--- config.mk ---
export PLATFORM = sky130hd
export DESIGN_NAME = mux_nto1_tdm_flat
export DESIGN_NICKNAME = d
export VERILOG_FILES = /design/src/rtl/mux_nto1_tdm_if.sv /design/src/rtl/mux_nto1_tdm.sv /design/src/flat_wrapper.sv
export SDC_FILE = /design/constraint.sdc
export NUM_CORES = 1
export LEC_CHECK = 0
export CAP_MARGIN = 20
export CORE_MARGIN = 2
export CORE_UTILIZATION = 30
export CTS_BUF_LIST = sky130_fd_sc_hd__clkbuf_4 sky130_fd_sc_hd__clkbuf_8
export DETAILED_ROUTE_END_ITERATION = 7
export PLACE_DENSITY = 0.79
export SYNTH_ARGS = -nofsm -noshare
export SYNTH_HDL_FRONTEND = slang
export SYNTH_SLANG_ARGS = --single-unit
--- constraint.sdc ---
create_clock -name clk -period 4.5 [get_ports clk]
set_input_delay 0.45 -clock clk [delete_from_list [all_inputs] [get_ports clk]]
set_output_delay 0.45 -clock clk [all_outputs]
set_load 0.02 [all_outputs]
--- src/rtl/mux_nto1_tdm_if.sv ---
// ---------------------------------------------------------------------------
// mux_nto1_tdm_if
//   Bundles the lane-side inputs and the serial-side outputs of the N-to-1
//   TDM multiplexer. The clock and reset are not part of this bundle.
//
//   Parameters: NUM_CH (lanes), WIDTH (bits per lane), SELW (= $clog2(NUM_CH))
//
//   Signals:
//     mode      0 = external select, 1 = internal round-robin
//     sel       lane select, only used when mode=0
//     in_data   flat lane bus, lane k at [k*WIDTH +: WIDTH]
//     in_valid  valid bit per lane
//     data_out  registered selected data
//     valid_out registered selected valid
//     lane_out  lane index behind the current data_out
//     frame_sof current output is lane 0 of a round-robin frame
//
//   Modports: master = lane-side producer / bench, slave = multiplexer.
// ---------------------------------------------------------------------------
interface mux_nto1_tdm_if #(
    parameter int NUM_CH = 4,
    parameter int WIDTH  = 8,
    parameter int SELW   = 2
);
    logic                      mode;
    logic [SELW-1:0]           sel;
    logic [NUM_CH*WIDTH-1:0]   in_data;
    logic [NUM_CH-1:0]         in_valid;
    logic [WIDTH-1:0]          data_out;
    logic                      valid_out;
    logic [SELW-1:0]           lane_out;
    logic                      frame_sof;

    modport master (
        output mode, sel, in_data, in_valid,
        input  data_out, valid_out, lane_out, frame_sof
    );

    modport slave (
        input  mode, sel, in_data, in_valid,
        output data_out, valid_out, lane_out, frame_sof
    );
endinterface

--- src/rtl/mux_nto1_tdm.sv ---
// ---------------------------------------------------------------------------
// mux_nto1_tdm
//   Parametrised N-to-1 data/valid multiplexer. Serialises NUM_CH parallel
//   lanes onto one registered output stream running at the fast clock.
//   The lane is picked either by an internal round-robin counter (mode=1)
//   or by the external selector (mode=0). Latency is one clock.
//
//   Ports:
//     clk    fast-rate clock (NUM_CH x lane rate)
//     reset  synchronous, active-high; clears outputs and the counter
//     bus    mux_nto1_tdm_if.slave (mode, sel, in_data, in_valid in;
//            data_out, valid_out, lane_out, frame_sof out)
//
//   Build option:
//     MUX_NTO1_HOLD_LAST_EN  when defined, data_out holds its previous value
//                            while the selected lane is invalid or out of
//                            range; otherwise data_out is driven to 0.
//
//   SELW must equal $clog2(NUM_CH). For non-power-of-2 NUM_CH an external
//   sel >= NUM_CH matches no lane, which yields valid_out=0 and no data.
// ---------------------------------------------------------------------------

// Per-lane cell: passes its lane data/valid only when it is the selected lane
// and the lane is valid, so the top can OR-reduce all cells.
module mux_nto1_tdm_lane #(
    parameter int WIDTH = 8,
    parameter int SELW  = 2,
    parameter int LANE  = 0
) (
    input  logic [SELW-1:0]  lane,
    input  logic [WIDTH-1:0] d,
    input  logic             v,
    output logic [WIDTH-1:0] d_m,
    output logic             v_m
);
    logic hit;

    assign hit = (lane == SELW'(LANE));
    assign v_m = hit & v;
    assign d_m = v_m ? d : '0;
endmodule

module mux_nto1_tdm #(
    parameter int NUM_CH = 4,
    parameter int WIDTH  = 8,
    parameter int SELW   = 2
) (
    input  logic           clk,
    input  logic           reset,
    mux_nto1_tdm_if.slave  bus
);
    logic [SELW-1:0]                 cnt;
    logic [SELW-1:0]                 lane;
    logic [NUM_CH-1:0][WIDTH-1:0]    lane_d;
    logic [NUM_CH-1:0][WIDTH-1:0]    d_m;
    logic [NUM_CH-1:0]               v_m;
    logic [WIDTH-1:0]                sel_data;
    logic                            sel_vld;

    assign lane_d = bus.in_data;
    assign lane   = bus.mode ? cnt : bus.sel;

    for (genvar g = 0; g < NUM_CH; g++) begin : g_lane
        mux_nto1_tdm_lane #(
            .WIDTH (WIDTH),
            .SELW  (SELW),
            .LANE  (g)
        ) u_lane (
            .lane (lane),
            .d    (lane_d[g]),
            .v    (bus.in_valid[g]),
            .d_m  (d_m[g]),
            .v_m  (v_m[g])
        );
    end

    // At most one cell is active, so OR-reduction is a one-hot mux.
    always_comb begin
        sel_data = '0;
        for (int k = 0; k < NUM_CH; k++)
            sel_data = sel_data | d_m[k];
    end

    assign sel_vld = |v_m;

    always_ff @(posedge clk) begin
        if (reset) begin
            cnt           <= '0;
            bus.data_out  <= '0;
            bus.valid_out <= 1'b0;
            bus.lane_out  <= '0;
            bus.frame_sof <= 1'b0;
        end else begin
            // Held at 0 in external mode so entering round-robin starts at lane 0.
            if (!bus.mode || cnt == SELW'(NUM_CH - 1))
                cnt <= '0;
            else
                cnt <= cnt + 1'b1;

            bus.lane_out  <= lane;
            bus.valid_out <= sel_vld;
            bus.frame_sof <= bus.mode && (cnt == '0);
`ifdef MUX_NTO1_HOLD_LAST_EN
            if (sel_vld)
                bus.data_out <= sel_data;
`else
            bus.data_out  <= sel_vld ? sel_data : '0;
`endif
        end
    end
endmodule

--- src/flat_wrapper.sv ---
// flat-port wrapper written by rule: the top's interface ports become plain ports
module mux_nto1_tdm_flat 
#(
    parameter int NUM_CH = 4,
    parameter int WIDTH  = 8,
    parameter int SELW   = 2
)
  (clk, reset, bus_mode, bus_sel, bus_in_data, bus_in_valid, bus_data_out, bus_valid_out, bus_lane_out, bus_frame_sof);
  mux_nto1_tdm_if #(.NUM_CH(NUM_CH), .WIDTH(WIDTH), .SELW(SELW)) bus_i ();
  input  logic clk;
  input  logic reset;
  input wire logic [$bits(bus_i.mode)-1:0] bus_mode;
  input wire logic [$bits(bus_i.sel)-1:0] bus_sel;
  input wire logic [$bits(bus_i.in_data)-1:0] bus_in_data;
  input wire logic [$bits(bus_i.in_valid)-1:0] bus_in_valid;
  output wire logic [$bits(bus_i.data_out)-1:0] bus_data_out;
  output wire logic [$bits(bus_i.valid_out)-1:0] bus_valid_out;
  output wire logic [$bits(bus_i.lane_out)-1:0] bus_lane_out;
  output wire logic [$bits(bus_i.frame_sof)-1:0] bus_frame_sof;
  assign bus_i.mode = bus_mode;
  assign bus_i.sel = bus_sel;
  assign bus_i.in_data = bus_in_data;
  assign bus_i.in_valid = bus_in_valid;
  assign bus_data_out = bus_i.data_out;
  assign bus_valid_out = bus_i.valid_out;
  assign bus_lane_out = bus_i.lane_out;
  assign bus_frame_sof = bus_i.frame_sof;
  mux_nto1_tdm #(.NUM_CH(NUM_CH), .WIDTH(WIDTH), .SELW(SELW)) u_core (.clk(clk), .reset(reset), .bus(bus_i));
endmodule
Word level (Yosys, flattened, before mapping):

Cells that the tools add are included.
Widths: inputs -> output; s select.

* add/subtract/negate cells: 1
* div/mod/pow operators: 0
* multiplexer cells: 5
* bitwise operators: 8
* shift operators: 0
* reductions and logical operators: 8
* eq/ne operators: 4
* $mul: 0
* magnitude comparators: 0

Operators with widths (number)
* $mux 8: 4
* $or 8x8->8: 3
* $eq 2x2->1 const B: 3
* $and 1x1->1: 4
* $logic_not 2->1: 2
* $reduce_or 2->1: 2
* $reduce_or 4->1: 1
* $add 2x1->2 const B: 1
* $eq 2x1->1 const B: 1
* $mux 2: 1
* $logic_and 1x1->1: 1
* $logic_not 1->1: 1
* $logic_or 1x1->1: 1
* $not 1->1: 1

* bits in latches: 0
* bits in read-only memories: 0
* word-level logic and storage cells: 31
* bits in registers: 14
* RAM bits: 0
* memories kept: 0

Depth between registers and ports, before layout:

* depth in word-level cells: 7
* mapped depth: 5
* depth with buffers taken out: 4

Cells and area by module:

Synthesis repeated with hierarchy kept, for this count alone.

* cells, all modules: 80
* area, all modules: 858.3 µm²

Modules (own cells, without submodules)
* mux_nto1_tdm: area an instance 495.5 µm², times used 1, cells an instance 44, seq. area each 280.3 µm²
* mux_nto1_tdm_lane (u_core.g_lane[1].u_lane ...): area an instance 88.8 µm², times used 2, cells an instance 9, seq. area each 0.0 µm²
* mux_nto1_tdm_lane (u_core.g_lane[0].u_lane): area an instance 107.6 µm², times used 1, cells an instance 9, seq. area each 0.0 µm²
* mux_nto1_tdm_lane (u_core.g_lane[3].u_lane): area an instance 77.6 µm², times used 1, cells an instance 9, seq. area each 0.0 µm²

Worst setup path after synthesis:

Ideal clock, no wire load.

* kind: in2reg
* start point: input port bus_mode
* end point: register u_core.bus.data_out[0]
* path buffers: 2
* library setup time: 141 ps
* setup slack: 2852 ps
* arrival: 1507 ps
* stages on the path: 5
* cell sequence: buf_4 a41o_1 buf_6 o41ai_4 a21oi_1

* longest elaborated chain between the ends: 7
* elaborated cells between the ends (all ways): 19
* classes of those cells: eq/ne (3); mux (5); bitwise (8); reduce/logical (3)

RTL lines
* start: declaration: RTL line flat_wrapper.sv:12 `input wire logic [$bits(bus_i.mode)-1:0] bus_mode;`
* $mux 2 (*): RTL line mux_nto1_tdm.sv:61 `assign lane = bus.mode ? cnt : bus.sel;`
* $eq 2x1->1 or $logic_not 2->1 (tied branches): RTL line mux_nto1_tdm.sv:38 `assign hit = (lane == SELW'(LANE));`
* $and 1x1->1: RTL line mux_nto1_tdm.sv:39 `assign v_m = hit & v;`
* $mux 8: RTL line mux_nto1_tdm.sv:40 `assign d_m = v_m ? d : '0;`
* $or 8x8->8 (3 in a row): RTL line mux_nto1_tdm.sv:81 `sel_data = sel_data | d_m[k];`
* end signal: assignment: RTL line mux_nto1_tdm.sv:107 `bus.data_out <= sel_vld ? sel_data : '0;`
* end: declaration: RTL line mux_nto1_tdm_if.sv:41 `output data_out, valid_out, lane_out, frame_sof`

Every way passes the cells marked *; elsewhere a longest branch is shown, timed or not.
A chain may end at the register's enable or synchronous reset.

Worst setup path in the final report:

* start point: input port bus_mode
* end point: register u_core.bus.data_out[7]

Same word-level chain as after synthesis.

==> run summary <==
The endpoint arrival time on the critical path is 2.47 ns, and the count of distinct cell types in the synthesized netlist is 19. The worst-case hold path end point is u_core.cnt[0]. For this design the ratio of total power to cell area is 243 nW/um^2. The number of nets handed over by synthesis was 108. Measured along the y axis, the die boundary spans 51.8 um. In this run the register-to-register setup slack is 2.74 ns. 0 antenna diodes ended up in the layout. The core region is 2190 sq um. The die covers 2680 sq um.

The number of global-route vias before repair was 731; the flop and latch count out of synthesis was 14. Across the VDD grid, the largest voltage drop is 0.106 mV. Setup violations remaining at the end of the flow were counted as 0. The tools report the deepest level of the CTS H-tree as 1. By startpoint and endpoint, the worst setup path is classified as in2reg. For the final database, setup skew stands at 0.000989 ns. The run finished with clean final reports.

The highest attainable clock frequency was 0.428 GHz. The total overflow reported by the global router was 0; the placed wire-length estimate after detailed placement was 1750 um. Setup repair after global routing left no endpoint under its margin.

After routing the design area is 1240 sq um. The logs give 0 for the number of nets with antenna violations after routing and 0 for the residual DRC count. The number of detailed-route iterations in the first pass was 5; the slew at the pin closest to its max-slew limit was 0.538 ns.

The count of warnings emitted by yosys is 0, and the number of cells upsized or downsized after cts is 0. Of the cells placed in the final design, the portion with a size suffix greater than 1 is 5.13%. Clock tree synthesis selected as its root buffer the cell clkbuf_4.

The count of hold-fix buffers inserted at cts is 0, and the maximum fanout along the worst path is 13. The critical path goes through clkdlybuf4s50_1 > and4bb_1 > a41o_1 > o41ai_4 > a21oi_1. The worst path uses 51.9% of the clock period. In the synthesized netlist, the number of instances is 65. At the end of routability-driven placement, the weighted congestion stood at 0.730. In this run the static leakage power is 0.477 nW.

The final layout contains routed wiring with a total length of 2160 um. Buffers added to address setup during post-CTS repair amount to 0. The total buffers and inverters traversed by the critical path was 1; the initial DRC count was 17. The tools report the sort of element at the start of the critical path as a primary input. The final period demand of the worst path is 2.33 ns. Across the run, the number of max-cap violations was 0. In the final design database the tool counted 161 nets.

The setup TNS is 0 ns, and the proportion of synthesized chip area in sequential cells is 41.0%. The largest single stage delay on the critical path is 0.73 ns. The initial antenna violation count is 0. On the critical path, the stage with the largest delay is an instance of clkdlybuf4s50_1. Global routing used 16.7% of the available tracks across all layers. No sink is reached through more buffers than the 2 on the longest clock path. Dividing the synthesized area by the synthesized cell count gives 10.5 sq um. In this run the critical register-to-register path is launched from u_core.cnt[0].

The floorplan has 17 rows. The startpoint of the lowest-slack hold path was u_core.cnt[0]. Clock-pin slew was measured on the worst setup and hold paths at 0.08 ns.

The first global-routing pass estimated 3240 um of wire. After filler insertion, the fill cell instance count of the layout stands at 187. STA puts the critical path data required time at 4.64 ns. The number of cells on the worst hold path came out at 1. After detailed routing, the number of vias per cell comes to 5.35.

The starting utilization of the core area is 31.2%. The routed layout has 776 vias. The class of the tightest hold or removal check is reg2reg. The later pin in the worst-skew pair is clocked with a latency of 0.28 ns. The total of buffers placed on input and output ports was 52. Measured along the x axis, the die boundary spans 51.8 um. The clock drives 14 sinks. Measured in cells, the most critical reg-to-reg path has a length of 4. The number of max-slew violations in the final report was 0; the number of failing hold endpoints at the final stage was 0. Combined area of all synthesized cells: 684 sq um. STA classifies the critical path endpoint as a flop. The area growth from synthesis to layout is 81.0%. TritonCTS built the clock tree. The worst register-to-register path ends at u_core.bus.data_out[7]. After detailed placement, the total cell area comes to 1200 sq um. The final hold slack was 0.560 ns; the headroom to the max-slew limit was 64.0%. Dividing the detail-routed wire length by the instance count gives 14.9 um. The kind of cell with the highest combined delay on the critical path is compound AO/OA/AOI/OAI gates.

The logs give 14 for the maximum number of pins on one net before global-route repair and 53 for the count of boundary I/O pins. The tools report the number of buffers created by CTS as 3.
-- worst register-to-register path, stage by stage (launching register included) --
cell and delay, ns:
dfxtp_1 0.43, inv_1 0.11, a41o_1 0.34, o41ai_4 0.64, a21oi_1 0.11
-- flip-flops by register name, summed over array words and instances (netlist names) --
name                  cells
u_core.bus.valid_out      1
u_core.bus.frame_sof      1
u_core.cnt                2
u_core.bus.data_out       8
u_core.bus.lane_out       2
-- routing by layer --
layer | part of all wire, % | track usage [%] | vias up
met5 | 0 | 0 | -
met4 | 0.79 | 6.58 | 0
met3 | 14 | 6.90 | 2
met2 | 44 | 27.4 | 49
met1 | 41 | 19.2 | 362
li1 | - | - | 363
-- logic make-up after synthesis --
family	Yosys count	synth area share, %
muxes	2	2.93
AOI/OAI and AO/OA	28	31.8
adders and majority gates	2	3.66
and+or+nand+nor	11	13.0
DFF	14	41.0
buffers and inverters	8	7.68
-- report_power, final --
part / leakage, nW / internal [mW] / total (mW) / switching, mW
Combinational: 0.341 / 0.0497 / 0.0801 / 0.0304
Clock: 0.0210 / 0.0492 / 0.0890 / 0.0398
Sequential: 0.114 / 0.130 / 0.132 / 0.00258
Total: 0.477 / 0.229 / 0.302 / 0.0727
-- cell type report --
type / instances / area [sq um] / area share [%]
tap: 28 / 35.0 / 2.83
timing repair buffer: 52 / 520 / 42.0
inverter: 4 / 15.0 / 1.21
sequential: 14 / 280 / 22.6
clock buffer: 4 / 36.3 / 2.93
multi-input combinational: 43 / 352 / 28.4
-- through the flow --
step / setup slack [ns] / instances / util (%) / power [mW]
4_1_cts: 2.18 / 145 / 56.5 / 0.303
5_1_grt: 2.11 / 145 / 56.5 / 0.320
3_3_place_gp: 1.98 / 141 / 54.9 / 0.214
3_5_place_dp: 1.89 / 141 / 54.9 / 0.215
6_report: 2.17 / 145 / 56.5 / 0.302
2_1_floorplan: 2.85 / 65 / - / 0.166
-- Yosys cell counts --
cell type,n,area share (%)
a22oi_1,16,18
dfxtp_1,14,41
a21oi_1,8,5.9
inv_1,4,2.2
a41o_1,3,4.4
buf_4,2,2.2
buf_6,2,3.3
ha_1,2,3.7
mux2i_1,2,2.9
nor2_1,2,1.1
nor4b_1,2,2.6
and3_1,1,0.91
and4bb_1,1,1.8
nand2_1,1,0.55
nand4_1,1,0.91
nand4b_1,1,1.3
nor4bb_1,1,1.5
nor4bb_2,1,2.4
o41ai_4,1,4.0
-- how the worst max path moves through the flow --
stage                         from                     end  slack (ns)  cells past startpoint
after floorplan           bus_mode  u_core.bus.data_out[0]        2.85                      5
after global placement    bus_mode  u_core.bus.data_out[3]        1.98                      5
after detailed placement  bus_mode  u_core.bus.data_out[7]        1.89                      5
after CTS                 bus_mode  u_core.bus.data_out[7]        2.18                      5
after global routing      bus_mode  u_core.bus.data_out[3]        2.11                      5
final                     bus_mode  u_core.bus.data_out[7]        2.17                      5
-- cell usage in the layout (no fill, tap or decap) --
cell type	n
ha_1	2
inv_1	4
a22oi_1	16
nor4bb_2	1
mux2i_1	2
clkbuf_4	3
nand4_1	1
nor2_1	2
clkbuf_8	1
o41ai_4	1
nand4b_1	1
dfxtp_1	14
nand2_1	1
nor4bb_1	1
a41o_1	3
and4bb_1	1
and3_1	1
nor4b_1	2
clkdlybuf4s50_1	52
a21oi_1	8
Power figures use the tool's default switching activity.
